File: config.mk
export PLATFORM = sky130hd
export DESIGN_NAME = inst_encoder
export DESIGN_NICKNAME = d
export VERILOG_FILES = /design/src/rtl/inst_encoder.sv
export SDC_FILE = /design/constraint.sdc
export NUM_CORES = 1
export LEC_CHECK = 0
export ABC_CLOCK_PERIOD_IN_PS = 6300
export CORE_ASPECT_RATIO = 0.7
export CORE_MARGIN = 2
export CORE_UTILIZATION = 48
export DETAILED_ROUTE_END_ITERATION = 10
export PLACE_DENSITY = 0.93
export SKIP_CTS_REPAIR_TIMING = 1
export SYNTH_ARGS = -nofsm -noshare
export SYNTH_HDL_FRONTEND = slang
export SYNTH_SLANG_ARGS = --single-unit
File: constraint.sdc
create_clock -name clk -period 6.3 [get_ports clk]
set_clock_uncertainty 0.1 [all_clocks]
set_input_delay 0.63 -clock clk [delete_from_list [all_inputs] [get_ports clk]]
set_output_delay 0.63 -clock clk [all_outputs]
set_load 0.1 [all_outputs]
File: src/rtl/inst_encoder.sv
// RV32I field-bundle encoder and instruction-memory loader.
// Legal bundles become one registered write to consecutive word addresses; illegal ones are counted and dropped.
module inst_encoder #(
    parameter int AW = 8
) (
    input  logic          clk,
    input  logic          rst,
    input  logic          clr,
    input  logic          in_valid,
    output logic          in_ready,
    input  logic [2:0]    kind,
    input  logic [2:0]    f3,
    input  logic          f7b5,
    input  logic [4:0]    rd,
    input  logic [4:0]    rs1,
    input  logic [4:0]    rs2,
    input  logic [31:0]   imm,
    output logic          imem_we,
    output logic [AW-1:0] imem_addr,
    output logic [31:0]   imem_wdata,
    output logic [AW:0]   count,
    output logic          full,
    output logic          err,
    output logic [7:0]    err_cnt
);

    localparam logic [6:0] OP_R      = 7'b0110011;
    localparam logic [6:0] OP_IALU   = 7'b0010011;
    localparam logic [6:0] OP_LOAD   = 7'b0000011;
    localparam logic [6:0] OP_STORE  = 7'b0100011;
    localparam logic [6:0] OP_BRANCH = 7'b1100011;
    localparam logic [6:0] OP_JALR   = 7'b1100111;
    localparam logic [6:0] OP_LUI    = 7'b0110111;
    localparam logic [6:0] OP_JAL    = 7'b1101111;

    logic        accept;
    logic        legal;
    logic [31:0] word;
    logic        fits12;
    logic        fits13;
    logic        fits21;
    logic        is_shift;
    logic        we_q;

    // Signed-fit tests: every bit above the sign bit must replicate it.
    assign fits12   = (imm[31:11] == {21{imm[11]}});
    assign fits13   = (imm[31:12] == {20{imm[12]}});
    assign fits21   = (imm[31:20] == {12{imm[20]}});
    assign is_shift = (f3 == 3'b001) || (f3 == 3'b101);

    assign full     = count[AW];
    assign in_ready = ~rst & ~clr & ~full;
    assign accept   = in_valid & in_ready;

    always_comb begin
        word  = '0;
        legal = 1'b1;
        case (kind)
            3'd0: begin
                word  = {1'b0, f7b5, 5'b0, rs2, rs1, f3, rd, OP_R};
                legal = !(f7b5 && (f3 != 3'b000) && (f3 != 3'b101));
            end
            3'd1: begin
                if (is_shift) begin
                    word  = {1'b0, f7b5, 5'b0, imm[4:0], rs1, f3, rd, OP_IALU};
                    legal = (imm[31:5] == 27'd0);
                end else begin
                    word  = {imm[11:0], rs1, f3, rd, OP_IALU};
                    legal = fits12;
                end
                if (f7b5 && (f3 != 3'b101)) begin
                    legal = 1'b0;
                end
            end
            3'd2: begin
                word  = {imm[11:0], rs1, f3, rd, OP_LOAD};
                legal = fits12 && (f3 != 3'b011) && (f3 != 3'b110) && (f3 != 3'b111);
            end
            3'd3: begin
                word  = {imm[11:5], rs2, rs1, f3, imm[4:0], OP_STORE};
                legal = fits12 && (f3 <= 3'b010);
            end
            3'd4: begin
                word  = {imm[12], imm[10:5], rs2, rs1, f3, imm[4:1], imm[11], OP_BRANCH};
                legal = fits13 && !imm[0] && (f3 != 3'b010) && (f3 != 3'b011);
            end
            3'd5: begin
                word  = {imm[11:0], rs1, 3'b000, rd, OP_JALR};
                legal = fits12 && (f3 == 3'b000);
            end
            3'd6: begin
                word  = {imm[31:12], rd, OP_LUI};
                legal = (imm[11:0] == 12'd0);
            end
            default: begin
                word  = {imm[20], imm[10:1], imm[11], imm[19:12], rd, OP_JAL};
                legal = fits21 && !imm[0];
            end
        endcase
    end

    always_ff @(posedge clk) begin
        if (rst) begin
            we_q       <= 1'b0;
            imem_addr  <= '0;
            imem_wdata <= '0;
            count      <= '0;
            err        <= 1'b0;
            err_cnt    <= '0;
        end else if (clr) begin
            we_q    <= 1'b0;
            count   <= '0;
            err     <= 1'b0;
            err_cnt <= '0;
        end else begin
            we_q <= accept && legal;
            if (accept && legal) begin
                imem_addr  <= count[AW-1:0];
                imem_wdata <= word;
                count      <= count + (AW+1)'(1);
            end
            if (accept && !legal) begin
                err <= 1'b1;
                if (err_cnt != 8'hFF) begin
                    err_cnt <= err_cnt + 8'd1;
                end
            end
        end
    end

    // A write registered just before rst is suppressed rather than issued.
    assign imem_we = we_q & ~rst;

endmodule

# Yosys cells after proc, flatten, opt, wreduce, memory -nomap -nowiden
# Cells that the tools add are included.
# totals
regBits	59
# op_classes
n_bitwise	7
eq_ne	17
n_addsub	2
mux	5
order_cmp	1
n_reduce_logical	26
# op_table
operator	n
$pmux W32 S7	1
$mux W32	1
$logic_not A27 Y1	1
$eq A20 B20 Y1	1
$eq A19 B19 Y1	1
$logic_and A1 B1 Y1	14
$eq A3 B3 Y1 const B	4
$logic_not A12 Y1	1
$eq A11 B11 Y1	1
$add A9 B1 Y9 const B	1
$ne A3 B3 Y1 const B	3
$add A8 B1 Y8 const B	1
$ne A8 B8 Y1 const B	1
$pmux W1 S7	1
$eq A3 B1 Y1 const B	2
$eq A3 B2 Y1 const B	2
$logic_not A3 Y1	2
$ne A3 B2 Y1 const B	2
$and A1 B1 Y1	4
$reduce_and A2 Y1	2
$le A3 B2 Y1 const B	1
$logic_not A1 Y1	3
$not A1 Y1	3
$reduce_bool A3 Y1	1
other kinds (3)	4

# Logic depth before layout (Yosys ltp)
# depth
word_depth	8
ltp_mapped	11

# Least setup slack after synthesis
# No wires, ideal clock.
# synth_path
path_type	input port to flip-flop
from	input port rst
to	register err_cnt[1]
slack_ns	2.592
stages	8
required_ns	6.129
arrival_ns	3.537
path_cell_list	clkbuf_1 > or2_0 > nor2_1 > and2_1 > nand2_1 > clkbuf_1 > or3b_2 > a21oi_1
# synth_between
elab_chain_cells	6
word_cells_on_any_way	7
cone_classes	bitwise: 4; reduce/logical: 3
# synth_lines
element	line_no	text
from (decl)	7	input logic rst,
$not A1 Y1	52	assign in_ready = ~rst & ~clr & ~full;
$and A1 B1 Y1 (2 in a row)	52	
named net in_ready	10	output logic in_ready,
$and A1 B1 Y1	53	assign accept = in_valid & in_ready;
$logic_and A1 B1 Y1	122	if (accept && !legal) begin
$reduce_and A2 Y1 (no source line)	-	
to (signal assigned)	125	err_cnt <= err_cnt + 8'd1;
to (decl)	24	output logic [7:0] err_cnt
# The timed path passes the listed nets, and every way through them passes these cells.
# A chain may end at the register's enable or synchronous reset.

# Worst setup path after layout
# layout_path
from	input port kind[1]
to	register imem_wdata[25]
# layout_between
elab_chain_cells	4
word_cells_on_any_way	11
cone_classes	eq/ne: 6; mux: 2; reduce/logical: 3
# layout_lines
element	line_no	text
from (decl)	11	input logic [2:0] kind,
$eq A3 B3 Y1 (tied with other cells)	58	case (kind)
$pmux W1 S7	58	
$logic_and A1 B1 Y1	117	if (accept && legal) begin
$reduce_and A2 Y1 (no source line)	-	
to (signal assigned)	119	imem_wdata <= word;
to (decl)	20	output logic [31:0] imem_wdata,
# Parallel ways exist; a longest one is shown, timed or not.

==> results.json <==
{
  "status": "complete, no violations",
  "drt-pass1-iter-count": 5,
  "regToRegStartpoint": "count[8]",
  "cts.path.max_buffers": 2,
  "number_of_port_buffers": 118,
  "asyncSetResetFlopFracSynth_pct": 0,
  "worst-path-max-fanout": 54,
  "timing_hold_violations_final": 0,
  "power.leakage_uw": 0.00156,
  "synth_cell_types": 60,
  "post-route-worst-setup-slack_ns": 2.44,
  "drv_cap": 0,
  "wire_length_of_the_first_global_routing_pass_um": 15700,
  "yosysWarnings": 0,
  "total_power_uw": 910,
  "clk_root_buffer_cell": "sky130_fd_sc_hd__clkbuf_8",
  "worst_setup_hold_path_clk_slew_ns": 0.07,
  "route.vias.total": 3522,
  "die_x_um": 102,
  "postSynthRegisterBits": 58,
  "crit_path_start": "kind[1]",
  "first_global_vias": 3351,
  "mean_instance_size_in_the_synthesized_netlist_um2": 8.22,
  "worstReg2RegEnd": "imem_wdata[25]",
  "timing.final.crit_share_pct": 61.3,
  "place.gp.congestion": 0.904,
  "multi_input_area_mm2": 0.00192,
  "endpoint": "imem_wdata[25]",
  "detailedPlace.worstSlack_ns": 2.16,
  "grt_max_degree": 55,
  "worst_pin_slew_ns": 1.01,
  "max_clock_freq_mhz": 259,
  "cts_tree": "built",
  "postRouteAntennaNets": 0,
  "hp-class": "flip-flop to flip-flop",
  "global_route.peak_usage_layer": "met2",
  "ir_worst_vdd_mv": 0.112,
  "drt-vias-per-instance": 5.89,
  "synth-edff-count": 0,
  "startpoint_type": "input pin",
  "power.density_mw_per_mm2": 196,
  "routedWlPerCell_um": 16.7,
  "grtUsageTotal_pct": 27.1,
  "final_cell_utilization_of_the_core_pct": 69.8,
  "grt_setup_unrepaired": "no",
  "globalRouteMet1Util_pct": 36.6,
  "whs_ns": 0.355,
  "seq_area_mm2": 0.00116,
  "signed_area_change_from_the_synthesized_netlist_to_the_final_layout_pct": 42.7,
  "critical_path_arrival_ns": 3.95,
  "endpoint_kind": "flip-flop",
  "netlist_area_mm2": 0.00326,
  "global_route.overflow_total": 0,
  "r2r_setup_slack_ns": 4.11,
  "groute.layer.met3.usage_pct": 9.10,
  "final.setup.tns_ns": 0,
  "die_y_um": 72.9,
  "r2r_cell_count": 6,
  "starting_density_of_the_core_pct": 48.9,
  "worst-endpoint-required_ns": 6.39,
  "dominantRegCellSynth": "sky130_fd_sc_hd__dfxtp_1",
  "floorplan.die_area_mm2": 0.00747,
  "final_net_count": 560,
  "post_route_cells_drive_above_1_share_pct": 8.73,
  "post_synthesis_cells": 396,
  "worst-setup-path-type": "input pin to flip-flop",
  "ios": 119,
  "post_route_drc": 0,
  "rows": 25,
  "synthesis.nets": 457,
  "ys_seq_area_share_pct": 35.7,
  "core_region_area_mm2": 0.00666,
  "antenna_cells": 0,
  "max-slew-margin-rel_pct": 32.1,
  "drv_slew": 0,
  "grt_antenna_before_repair": 0,
  "hpwl_after_dpl_um": 7150,
  "clock_sink_count": 58,
  "final_period_minus_worst_setup_slack_ns": 3.86,
  "first_iter_violations": 303,
  "clkLatencyLatePin_ns": 0.34,
  "wl_um": 10000,
  "cts-buffers-inserted": 9,
  "use_met2_pct": 39.9,
  "htree_levels": 3,
  "setup-violations-final": 0,
  "num-fill-cells": 555
}
-- worst max-delay path, stage by stage --
cell and delay, ns:
sky130_fd_sc_hd__clkdlybuf4s50_1 1.04, sky130_fd_sc_hd__nand2_1 0.51, sky130_fd_sc_hd__nor2_1 0.29, sky130_fd_sc_hd__o21ai_1 0.21, sky130_fd_sc_hd__o311ai_4 0.14, sky130_fd_sc_hd__clkinv_2 0.67
sky130_fd_sc_hd__nor2_1 0.35, sky130_fd_sc_hd__a211oi_2 0.07
-- flip-flops by register name (all words and copies together) (netlist names) --
name        cells
err             1
we_q            1
err_cnt         8
imem_wdata     31
count           9
imem_addr       8
-- cell families (layout without fill, tap and decap cells) --
group / Yosys count / in the layout / synth area share (%)
and+or+nand+nor: 158 / 158 / 24.4
AOI/OAI and AO/OA: 120 / 120 / 27.0
DFF: 58 / 58 / 35.7
buffers and inverters: 36 / 144 / 5.42
muxes: 19 / 19 / 5.88
adders and majority gates: 3 / 3 / 1.15
xor gates and xnor gates: 2 / 2 / 0.538
-- metal layers --
| metal | up-vias | part of all wire (%) |
|---|---|---|
| li1 | 1671 | - |
| met1 | 1641 | 44 |
| met2 | 186 | 44 |
| met3 | 24 | 9.6 |
| met4 | 0 | 2.0 |
| met5 | - | 0 |
-- through the flow --
| step | std cells | instance area, µm² |
|---|---|---|
| CTS | 598 | 4650 |
| global route | 598 | 4650 |
| floorplan | 396 | 3260 |
| detailed placement | 582 | 4420 |
| finish | 598 | 4650 |
| global placement | 582 | 4420 |
-- area by class of cell --
type                            instances  share of cell area, %
Clock buffer                           13                   3.85
Clock inverter                          3                  0.969
Inverter                                7                  0.592
Multi-Input combinational cell        302                   41.3
Sequential cell                        58                   25.0
Tap cell                               94                   2.53
Timing Repair Buffer                  121                   25.8
-- cell usage in the layout, fill, tap and decap left out, drive strengths merged, types with 4 or more instances in the layout --
cell	n
dfxtp	58
a22oi	9
o22a	4
o31ai	6
nor4	8
or4	7
nor2b	4
inv	6
nand4	5
o22ai	6
o21ai	18
nor3	8
a21oi	42
nor2	35
clkbuf	13
a221oi	4
or3	9
nand2	53
clkdlybuf4s50	117
buf	4
a211oi	14
nand3	14
and3	4
mux2i	18
-- worst min path at each step --
stage	startpoint	endpoint	slack, ns	cells past startpoint
3_3_place_gp	imem_addr[1]	imem_addr[1]	0.34	2
2_1_floorplan	clr	count[7]	0.71	2
3_5_place_dp	imem_addr[3]	imem_addr[3]	0.34	2
4_1_cts	imem_addr[5]	imem_addr[5]	0.36	2
6_report	imem_wdata[2]	imem_wdata[2]	0.36	2
5_1_grt	imem_wdata[21]	imem_wdata[21]	0.37	2
-- power breakdown --
| part | switching [µW] | internal, µW | leakage (µW) | total [µW] |
|---|---|---|---|---|
| logic | 96.5 | 63.4 | 0.000985 | 160 |
| registers | 2.16 | 370 | 0.000468 | 372 |
| clock network | 153 | 226 | 0.000108 | 378 |
-- cells in the mapped netlist, types with 5 or more instances --
library cell	count	area (µm²)
sky130_fd_sc_hd__nand2_1	53	199
sky130_fd_sc_hd__nor4_1	7	43.8
sky130_fd_sc_hd__nor3_1	7	35.0
sky130_fd_sc_hd__inv_1	6	22.5
sky130_fd_sc_hd__a21oi_1	42	210
sky130_fd_sc_hd__buf_2	5	25.0
sky130_fd_sc_hd__clkbuf_1	14	52.6
sky130_fd_sc_hd__o22ai_1	5	31.3
sky130_fd_sc_hd__buf_4	7	52.6
sky130_fd_sc_hd__nand3_1	13	65.1
sky130_fd_sc_hd__or3_1	9	56.3
sky130_fd_sc_hd__nor2_1	35	131
sky130_fd_sc_hd__o21ai_0	17	85.1
sky130_fd_sc_hd__a22oi_1	9	67.6
sky130_fd_sc_hd__o31ai_1	6	45.0
sky130_fd_sc_hd__a211oi_2	10	125
sky130_fd_sc_hd__dfxtp_1	58	1160
sky130_fd_sc_hd__nand4_1	5	31.3
sky130_fd_sc_hd__or4_1	6	45.0
sky130_fd_sc_hd__mux2i_1	18	180
No activity file was read; power rests on OpenSTA's default activity.
